$ cat config.mk
export PLATFORM = sky130hd
export DESIGN_NAME = pass_check_fsm
export DESIGN_NICKNAME = d
export VERILOG_FILES = /design/src/rtl/pass_check_fsm.sv
export SDC_FILE = /design/constraint.sdc
export NUM_CORES = 1
export LEC_CHECK = 0
export ABC_AREA = 1
export BUFFER_PORTS_ARGS = -buffer_cell sky130_fd_sc_hd__buf_2
export CAP_MARGIN = 15
export CORE_MARGIN = 2
export CORE_UTILIZATION = 38
export CTS_CLUSTER_DIAMETER = 100
export DETAILED_ROUTE_END_ITERATION = 8
export GPL_ROUTABILITY_DRIVEN = 1
export PLACE_DENSITY = 0.65
export SLEW_MARGIN = 10
export SYNTH_ARGS = -nofsm -noshare
export SYNTH_HDL_FRONTEND = slang
export SYNTH_SLANG_ARGS = --single-unit
$ cat constraint.sdc
create_clock -name clk -period 2.1 [get_ports clk]
set_input_delay 0.315 -clock clk [delete_from_list [all_inputs] [get_ports clk]]
set_output_delay 0.315 -clock clk [all_outputs]
set_load 0.005 [all_outputs]
$ cat src/rtl/pass_check_fsm.sv
// pass_check_fsm: clocked password checker with failure lockout and password programming.
// Define PASS_TIMEOUT_EN to discard a partial entry after TIMEOUT_CYC idle cycles.
module pass_check_fsm #(
  parameter int DIGITS = 4,
  parameter int DIGIT_W = 2,
  parameter int MAX_TRIES = 3,
  parameter int LOCKOUT_CYC = 16,
  parameter int TIMEOUT_CYC = 64,
  parameter logic [DIGITS*DIGIT_W-1:0] DEF_PASS = 8'b01101100
) (
  input  logic                             clk,
  input  logic                             rst_all_n,
  input  logic                             mode,
  input  logic                             mode_def,
  input  logic                             enter,
  input  logic [DIGIT_W-1:0]               digit_in,
  input  logic                             lock_rst,
  output logic                             Q,
  output logic [$clog2(MAX_TRIES+1)-1:0]   led_fail,
  output logic                             locked_out,
  output logic [$clog2(DIGITS+1)-1:0]      digit_cnt,
  output logic                             pw_saved
);
  localparam int PW = DIGITS * DIGIT_W;
  localparam int FW = $clog2(MAX_TRIES + 1);
  localparam int CW = $clog2(DIGITS + 1);
  localparam int LW = $clog2(LOCKOUT_CYC + 1);
  localparam logic [CW-1:0] FULL = CW'(DIGITS);
  localparam logic [FW-1:0] MAXF = FW'(MAX_TRIES);
  localparam logic [LW-1:0] LOAD = LW'(LOCKOUT_CYC);
  localparam logic [2:0] IDLE = 3'd0, COLLECT = 3'd1, COMPARE = 3'd2, OPEN = 3'd3, SETPW = 3'd4, LOCKOUT = 3'd5;
  logic [2:0] state;
  logic enter_q, rise, full, match, timeout;
  logic [PW-1:0] shift, stored, shifted, ref_pw;
  logic [CW-1:0] cnt_nxt;
  logic [LW-1:0] lock_cnt;
  assign rise = enter & ~enter_q;
  assign shifted = (shift << DIGIT_W) | PW'(digit_in);
  assign cnt_nxt = digit_cnt + 1'b1;
  assign full = cnt_nxt == FULL;
  assign ref_pw = mode_def ? DEF_PASS : stored;
  assign match = shift == ref_pw;
  assign Q = state == OPEN || state == SETPW;
  assign locked_out = state == LOCKOUT;
`ifdef PASS_TIMEOUT_EN
  localparam int TW = $clog2(TIMEOUT_CYC + 1);
  logic [TW-1:0] idle_cnt;
  logic busy;
  assign busy = state == COLLECT || state == SETPW;
  assign timeout = busy && !rise && idle_cnt == TW'(TIMEOUT_CYC - 1);
  always_ff @(posedge clk or negedge rst_all_n)
    if (!rst_all_n) idle_cnt <= '0;
    else idle_cnt <= (busy && !rise && !timeout) ? idle_cnt + 1'b1 : '0;
`else
  assign timeout = 1'b0;
`endif
  always_ff @(posedge clk or negedge rst_all_n)
    if (!rst_all_n) begin
      state <= IDLE;
      enter_q <= 1'b0;
      shift <= '0;
      digit_cnt <= '0;
      led_fail <= '0;
      stored <= DEF_PASS;
      lock_cnt <= '0;
      pw_saved <= 1'b0;
    end else begin
      enter_q <= enter;
      pw_saved <= 1'b0;
      if (state == LOCKOUT) begin
        lock_cnt <= lock_cnt - 1'b1;
        if (lock_cnt < LW'(2)) begin
          state <= IDLE;
          led_fail <= '0;
        end
      end else if (lock_rst || timeout) begin
        // a timeout in SETPW keeps the user unlocked; lock_rst always relocks
        state <= (state == SETPW && !lock_rst) ? OPEN : IDLE;
        shift <= '0;
        digit_cnt <= '0;
      end else
        case (state)
          IDLE, COLLECT:
            if (rise) begin
              shift <= shifted;
              digit_cnt <= cnt_nxt;
              state <= full ? COMPARE : COLLECT;
            end
          COMPARE: begin
            shift <= '0;
            digit_cnt <= '0;
            if (match) begin
              state <= OPEN;
              led_fail <= '0;
              if (mode_def) stored <= DEF_PASS;
            end else begin
              led_fail <= led_fail + 1'b1;
              state <= (led_fail == MAXF - 1'b1) ? LOCKOUT : IDLE;
              lock_cnt <= LOAD;
            end
          end
          OPEN, SETPW:
            if (state == SETPW && !mode) begin
              state <= OPEN;
              shift <= '0;
              digit_cnt <= '0;
            end else if (rise && mode) begin
              shift <= full ? '0 : shifted;
              digit_cnt <= full ? '0 : cnt_nxt;
              state <= full ? OPEN : SETPW;
              pw_saved <= full;
              if (full) stored <= shifted;
            end
          default: state <= IDLE;
        endcase
    end
endmodule

# Word-level counts from Yosys, hierarchy flattened
# Index checks and enable logic that the tools add are counted.
dict set report word_totals {
  reg_bits 31
  output_inout_bits 8
  in_bits 8
}
dict set report op_classes {
  n_reduce_logical 17
  eq_ne 19
  n_mux 44
  bitwise 5
  order_cmp 1
  add_sub_neg 3
}
# cell n
set ops {}
lappend ops {{8-bit 2-to-1 mux} 10}
lappend ops {{3-bit 2-to-1 mux} 14}
lappend ops {{8-bit case mux with 3 select lines} 1}
lappend ops {{5-bit 2-to-1 mux} 4}
lappend ops {{3-bit case mux with 3 select lines} 2}
lappend ops {{8-bit case mux with 2 select lines} 1}
lappend ops {{2-bit 2-to-1 mux} 7}
lappend ops {{2-bit inequality test (second input constant)} 5}
lappend ops {{3-bit == test (second input constant)} 3}
lappend ops {{3-bit AND reduction} 3}
lappend ops {{8-bit == test} 1}
lappend ops {{4-bit inequality test (second input constant)} 2}
lappend ops {{8-bit by 2-bit OR with 8-bit output} 1}
lappend ops {{7-bit AND reduction} 1}
lappend ops {{3-bit by 2-bit == test with 1-bit output (second input constant)} 2}
lappend ops {{5-bit by 2-bit less-than comparator with 1-bit output (second input constant)} 1}
lappend ops {{1-bit 2-to-1 mux} 5}
lappend ops {{5-bit inequality test (second input constant)} 1}
lappend ops {{5-bit by 1-bit subtractor with 5-bit output (second input constant)} 1}
lappend ops {{2-bit by 1-bit inequality test with 1-bit output (second input constant)} 2}
lappend ops {{4-bit AND reduction} 1}
lappend ops {{2-bit nonzero test} 2}
lappend ops {{4-bit nonzero test} 1}
lappend ops {{2-bit OR reduction} 2}
lappend ops {{11 further kinds} 16}

# Logic depth before layout (Yosys ltp)
# Gate-level depths: netlist (run 1).
dict set report logic_depth {
  depth_word 8
  depth_mapped 13
  depth_no_buf 12
}

# Worst setup path after synthesis (run 1)
# Ideal clock, no wire load.
dict set report synth_path {
  kind {register to register}
  from {register digit_cnt[0]}
  to {register stored[5]}
  stages_incl_launch_ff 11
  arrival_ns 1.464
  setup_time_ns 0.081
  setup_slack_ns 0.555
  period_less_slack_ns 1.545
  required_ns 2.019
  path_cell_list {dfrtp_1 > ha_1 > xor2_1 > nand2_1 > nand2_1 > nand2_1 > nor2_2 > nand2_4 > buf_6 > nand2_2 > o21ai_2}
}
dict set report synth_via {
  elab_chain_len 4
}
# element line
set synth_rtl {}
lappend synth_rtl {{from (decl)} 21} ;# output logic [$clog2(DIGITS+1)-1:0] digit_cnt,
lappend synth_rtl {{from (signal assigned)} 86} ;# digit_cnt <= cnt_nxt;
lappend synth_rtl {{from (signal assigned)} 109} ;# digit_cnt <= full ? '0 : cnt_nxt;
lappend synth_rtl {{3-bit by 1-bit adder with 3-bit output} 39} ;# assign cnt_nxt = digit_cnt + 1'b1;
lappend synth_rtl {{3-bit == test} 40} ;# assign full = cnt_nxt == FULL;
lappend synth_rtl {{2-bit inequality test (no line)} -}
lappend synth_rtl {{7-bit AND reduction (no line)} -}
lappend synth_rtl {{to (signal assigned)} 112} ;# if (full) stored <= shifted;
lappend synth_rtl {{to (decl)} 34} ;# logic [PW-1:0] shift, stored, shifted, ref_pw;
# Every way passes these cells.
# A chain may end at the register's enable or synchronous reset.

# Worst setup path after layout (run 1)
dict set report layout_path {
  from {register state[1]}
  to {output port Q}
}
dict set report layout_via {
  elab_chain_len 2
}
# element line
set layout_rtl {}
lappend layout_rtl {{from (decl)} 32} ;# logic [2:0] state;
lappend layout_rtl {{from (signal assigned)} 78} ;# state <= (state == SETPW && !lock_rst) ? OPEN : IDLE;
lappend layout_rtl {{from (signal assigned)} 87} ;# state <= full ? COMPARE : COLLECT;
lappend layout_rtl {{from (signal assigned)} 98} ;# state <= (led_fail == MAXF - 1'b1) ? LOCKOUT : IDLE;
lappend layout_rtl {{3-bit by 2-bit == test with 1-bit output or 3-bit == test (tied branches)} 43} ;# assign Q = state == OPEN || state == SETPW;
lappend layout_rtl {{1-bit logical OR *} 43}
lappend layout_rtl {{to (decl)} 18} ;# output logic Q,
# Mark *: on every way between the ends. The rest lies on a longest branch, timed or not.

==> results of run 1 <==
[worst max-delay path: stages, from the launching register on]
cell,delay (ns)
dfrtp_1,0.48
inv_2,0.10
nand3_1,0.09
nand2_2,0.16
buf_4,0.23
buf_2,0.14
[cell families after synthesis]
family / Yosys count / synth area share (%)
AO/OA/AOI/OAI: 43 / 13.04
XOR/XNOR: 1 / 0.4454
AND/OR/NAND/NOR: 146 / 33.97
adder cells (fa/ha/maj): 4 / 2.545
flip-flops: 31 / 39.69
buffers and inverters: 45 / 10.30
[report_power, final]
part / switching [mW] / internal (mW) / leakage [nW] / total [mW]
clock: 0.216 / 0.232 / 0.0422 / 0.448
combinational: 0.271 / 0.176 / 0.642 / 0.447
sequential: 0.0963 / 0.729 / 0.382 / 0.825
[cell usage after synthesis (all sizes together)]
cell	count
buf	8
nor2	17
or2	1
nor3	1
inv	36
ha	4
dfrtp	27
nor4	1
nand2	92
o21a	3
a21oi	4
clkbuf	1
o21ai	34
a21boi	1
dfstp	4
nand4	10
nand3	23
and2	1
o22ai	1
xor2	1
[through the flow]
step | setup WS (ns) | util [%] | hold slack, ns
2_1_floorplan | 0.5548 | - | 0.01941
3_3_place_gp | 0.4555 | 41.34 | 0.4096
3_5_place_dp | 0.4284 | 41.34 | 0.4176
4_1_cts | 0.2937 | 42.95 | 0.1123
5_1_grt | 0.1725 | 42.95 | 0.1447
6_report | 0.2996 | 42.95 | 0.08430
[routing by layer]
layer	up-vias	track usage, %	part of all wire (%)	wire length [um]
met5	-	0	0	0
met2	26	27.32	49	2026
met1	795	19.43	46	1890
met3	5	3.333	3.1	129
li1	903	-	-	-
met4	0	5.455	1.3	53
[worst paths after layout]
| kind | startpoint | slack, ns | end | cells after the start |
|---|---|---|---|---|
| max | state[1]$_DFFE_PN0P_ | 0.30 | Q | 5 |
| min | rst_all_n | 0.08 | led_fail[1]$_DFFE_PN0P_ | 1 |
| max reg2reg | digit_cnt[0]$_DFFE_PN0P_ | 0.43 | stored[0]$_DFFE_PN0P_ | 9 |
| min reg2reg | stored[5]$_DFFE_PN1P_ | 0.47 | stored[5]$_DFFE_PN1P_ | 2 |
| max in group asynchronous | rst_all_n | 1.56 | stored[4]$_DFFE_PN0P_ | 1 |
| min in group clk | enter | 0.17 | enter_q$_DFF_PN0_ | 1 |
[flip-flops by register name, indices dropped and copies added (netlist names)]
name / flops
shift: 8
stored: 8
lock_cnt: 5
digit_cnt: 3
state: 3
led_fail: 2
enter_q: 1
pw_saved: 1
[final cells by class]
type | count | area (um2)
Multi-Input combinational cell | 194 | 983.4
Fill cell | 525 | 2877
Clock inverter | 1 | 5.005
Timing Repair Buffer | 18 | 97.59
Sequential cell | 31 | 780.7
Tap cell | 70 | 87.58
Inverter | 36 | 135.1
Clock buffer | 7 | 76.32
[layout by cell type (no fill, tap or decap)]
cell type,Yosys,layout
buf_4,2,3
xor2_1,1,1
nand3_2,1,1
nor2_2,2,2
nor2_1,14,14
o21ai_2,8,8
nor2_4,1,1
nand2_2,10,10
o21ai_1,1,1
nor4_1,1,1
o21a_1,3,3
ha_1,4,4
nand2_1,80,80
nor3_1,1,1
buf_2,3,15
inv_1,30,30
dfstp_2,4,4
clkbuf_1,1,2
nand4_1,10,10
dfrtp_1,27,27
o21ai_0,25,25
nand2_4,2,2
o22ai_1,1,1
a21boi_0,1,1
a21oi_1,4,4
clkinv_2,0,1
nand3_1,22,22
clkbuf_8,0,5
inv_2,6,6
or2_2,1,1
and2_1,1,1
==> impl_metrics.py, run 1 <==
metrics = {
    "run_status": {
        "status": "finished, final reports clean",
    },
    "grt": {
        "antenna_found_initial": 0,
        "grt_max_degree": 32,
        "grt_pass1_wl_um": 7417,
        "first_global_vias": 1672,
        "grt_overflow": 0,
        "grt_usage_pct": 15.75,
    },
    "detailed_routing": {
        "viasPerCell": 4.843,
        "route.antenna.remaining_nets": 0,
        "drc_errors": 0,
        "vias": 1729,
        "routedWlPerCell_um": 11.48,
        "dr.pass1.iters": 4,
        "drt_iter0_drc": 66,
        "wl_um": 4100,
    },
    "finish": {
        "area_delta_synth_final_pct": 10.11,
        "finish.instance_area_um2": 2166,
        "stdcell_count": 357,
        "drive_above_1_share_pct": 20.56,
        "diodes": 0,
        "nets": 298,
    },
    "logic_synthesis": {
        "yosys_warnings": 0,
        "synth.net_count": 282,
        "synthDistinctLibCells": 30,
        "syn_inst": 270,
        "yosys-top-cells-area": "dfrtp_1, nand2_1, o21ai_0, inv_1, nand3_1",
        "yosysTopAreaCellShare_pct": 34.35,
        "ys_ff_latch": 31,
        "yosysTopAreaCell": "dfrtp_1",
        "syn_area_um2": 1967,
        "avgSynthCellArea_um2": 7.285,
        "ys_seq_area_share_pct": 39.69,
    },
    "critical_path": {
        "crit_type": "reg2out",
        "cp.required_ns": 1.78,
        "cp_max_fo": 17,
        "arrival_ns": 1.49,
        "end_kind": "output pin",
        "crit_path_start_kind": "flop",
    },
    "power_and_ir_drop": {
        "cellPowerDensity_nw_per_um2": 794.2,
        "ir_drop_uv": 440.7,
        "p_total_mw": 1.720,
        "power.leakage_nw": 1.066,
    },
    "clocking": {
        "postCtsHoldBufs": 0,
        "cts_tree": "built",
        "path_clk_slew_ns": 0.06,
        "cts-root-buf": "clkbuf_8",
        "clock_sinks": 31,
        "numCtsBuffers": 5,
        "htreeDepth": 2,
        "cts_buffer_depth": 2,
        "post_cts_resized": 0,
        "cts_setup_buffers": 0,
        "clk_latency_ns": 0.28,
    },
    "placement": {
        "dp_cells": 349,
        "dp_hpwl_um": 3078,
        "dpl-instance-area_um2": 2085,
        "portBuffers": 15,
        "place.gp.congestion": 0.8326,
    },
    "floorplan": {
        "rows": 26,
        "die-width_um": 75.95,
        "start_util_pct": 39.01,
        "io_pins": 16,
        "die_y_um": 75.95,
        "core_um2": 5042,
        "die_area_um2": 5768,
    },
    "flow_run": {
        "drv_cap": 0,
    },
    "hold_path": {
        "hold_class": "in2async",
    },
    "sta": {
        "finClkSkew_ns": 0.005485,
        "setup_violations": 0,
        "maxSlewHeadroom_pct": 52.72,
        "tightest_slew_ns": 0.7093,
        "tns_ns": 0,
        "final_hold_viol_count": 0,
        "max_freq_ghz": 0.5554,
        "slew_viol_final": 0,
        "grt_setup_unrepaired": "no",
        "fin_crit_ns": 1.800,
        "fin_crit_sh_pct": 85.73,
    },
}
No activity file was read; power rests on OpenSTA's default activity.
==> run 2: changes to the inputs <==
- CORE_ASPECT_RATIO: unset -> 0.8
- CTS_CLUSTER_SIZE: unset -> 10
==> run 2 against run 1 <==
Sequential share of layout area is 0.15 points lower. Clock skew is 0.0061 ns higher. Final cell count is 2.2% lower. Die area hardly changed. Clock power is 15% higher. Design area is 0.40% higher. Power is 3.8% higher. Global-route usage is 0.18 points lower. Sequential power is 1% lower. Critical path type unchanged. Largest power group unchanged. Highest routed layer unchanged.
==> impl_metrics.py, run 2 (synthesis results as in run 1) <==
metrics = {
    "placement": {
        "place.gp.congestion": 0.9159,
        "dpl-instance-area_um2": 2074,
        "dp_hpwl_um": 2998,
        "portBuffers": 15,
    },
    "power_and_ir_drop": {
        "p_switching_uw": 580.9,
        "switching_share_pct": 32.54,
        "power.share.clock_pct": 29.0,
        "ir_drop_uv": 340.3,
        "sequentialPowerShare_pct": 45.8,
        "p_comb_share_pct": 25.3,
        "power.leakage_nw": 1.076,
        "cellPowerDensity_nw_per_um2": 820.9,
        "p_int_mw": 1.204,
    },
    "sta": {
        "final_hold_viol_count": 0,
        "grt_setup_unrepaired": "no",
        "tns_ns": 0,
        "slew_viol_final": 0,
        "max_freq_ghz": 0.5628,
        "setup_violations": 0,
        "maxSlewHeadroom_pct": 51.95,
        "fin_crit_ns": 1.777,
        "finClkSkew_ns": 0.01159,
        "fin_crit_sh_pct": 84.61,
        "hold_ws_ns": 0.08177,
        "tightest_slew_ns": 0.7208,
    },
    "grt": {
        "antenna_found_initial": 0,
        "grt_max_degree": 32,
        "grt_usage_pct": 15.56,
        "grt_pass1_wl_um": 7024,
        "first_global_vias": 1524,
        "grt_overflow": 0,
    },
    "clocking": {
        "cts_setup_buffers": 0,
        "htreeDepth": 2,
        "clk_latency_ns": 0.28,
        "clock_sinks": 31,
        "post_cts_resized": 0,
        "cts_tree": "built",
        "postCtsHoldBufs": 0,
        "cts-root-buf": "clkbuf_8",
        "cts_buffer_depth": 2,
        "path_clk_slew_ns": 0.07,
        "numCtsBuffers": 5,
    },
    "detailed_routing": {
        "drt_iter0_drc": 174,
        "drc_errors": 0,
        "vias": 1733,
        "dr.pass1.iters": 5,
        "routedWlPerCell_um": 11.80,
        "viasPerCell": 4.966,
        "wl_um": 4119,
        "route.antenna.remaining_nets": 0,
    },
    "finish": {
        "area_delta_synth_final_pct": 10.56,
        "final_common_cell": "nand2_1",
        "nets": 298,
        "final_cell_mix": "nand2_1, inv_1, dfrtp_1, o21ai_0, nand3_1",
        "finish.instance_area_um2": 2175,
        "diodes": 0,
        "n_fill_cell": 500,
        "drive_above_1_share_pct": 20.91,
        "top_regs": "shift x8, stored x8, lock_cnt x5",
    },
    "floorplan": {
        "start_util_pct": 39.28,
        "io_pins": 16,
        "rows": 23,
        "die_y_um": 68.35,
        "die-width_um": 84.44,
        "core_um2": 5007,
        "die_area_um2": 5771,
    },
    "critical_path": {
        "cp_max_fo": 18,
        "crit_path_start_kind": "flop",
        "end_kind": "output pin",
        "arrival_ns": 1.46,
        "crit_type": "reg2out",
        "cp.required_ns": 1.78,
    },
    "hold_path": {
        "hold_class": "in2async",
    },
    "flow_run": {
        "drv_cap": 0,
    },
    "run_status": {
        "status": "finished, final reports clean",
    },
}
==> run 2: cell type report <==
class                   instances  area (um2)  share of cell area (%)
flip-flops and latches         31       780.7                   35.90
well taps                      62       77.57                   3.567
clock buffers                   8       100.1                   4.603
repair buffers                 18       97.59                   4.488
multi-input cells             194       983.4                   45.22
inverters                      36       135.1                   6.214
==> run 2: critical path: stages (launching register included) <==
cell	delay [ns]
dfrtp_1	0.47
inv_2	0.11
nand3_1	0.09
nand2_2	0.14
buf_4	0.22
buf_2	0.15
==> run 2: layer usage <==
| metal | GRT usage, % | routed length (um) |
|---|---|---|
| met1 | 22.88 | 2159 |
| met2 | 21.33 | 1674 |
| met3 | 3.498 | 221 |
| met4 | 7.738 | 63 |
| met5 | 0 | 0 |
==> run 2: metrics by stage <==
stage / instances / power [mW] / setup WS, ns / utilization [%]
4_1_cts: 349 / 1.801 / 0.3184 / 43.43
3_3_place_gp: 341 / 1.270 / 0.4253 / 41.43
5_1_grt: 349 / 1.916 / 0.2021 / 43.43
2_1_floorplan: 270 / 1.153 / 0.5548 / -
6_report: 349 / 1.785 / 0.3232 / 43.43
3_5_place_dp: 341 / 1.279 / 0.4039 / 41.43
==> run 2: power by group through the flow <==
| stage | sequential [mW] | combinational (mW) | clock (mW) |
|---|---|---|---|
| 5_1_grt | 0.834 | 0.528 | 0.555 |
| 3_3_place_gp | 0.824 | 0.446 | 0 |
| 4_1_cts | 0.817 | 0.454 | 0.530 |
| 6_report | 0.817 | 0.451 | 0.517 |
| 3_5_place_dp | 0.826 | 0.452 | 0 |
| 2_1_floorplan | 0.812 | 0.341 | 0 |
==> run 2: worst paths after layout <==
kind                                           from                      end  slack (ns)  cells past startpoint
hold / removal                            rst_all_n    stored[1]$_DFFE_PN0P_        0.08                      1
setup reg to reg           digit_cnt[1]$_DFFE_PN0P_    stored[0]$_DFFE_PN0P_        0.37                      9
max in group asynchronous                 rst_all_n     shift[6]$_DFFE_PN0P_        1.55                      1
setup / recovery               state[2]$_DFFE_PN0P_                        Q        0.32                      5
min in group clk                              enter        enter_q$_DFF_PN0_        0.16                      1
hold reg to reg             lock_cnt[0]$_DFFE_PN0P_  lock_cnt[0]$_DFFE_PN0P_        0.48                      2
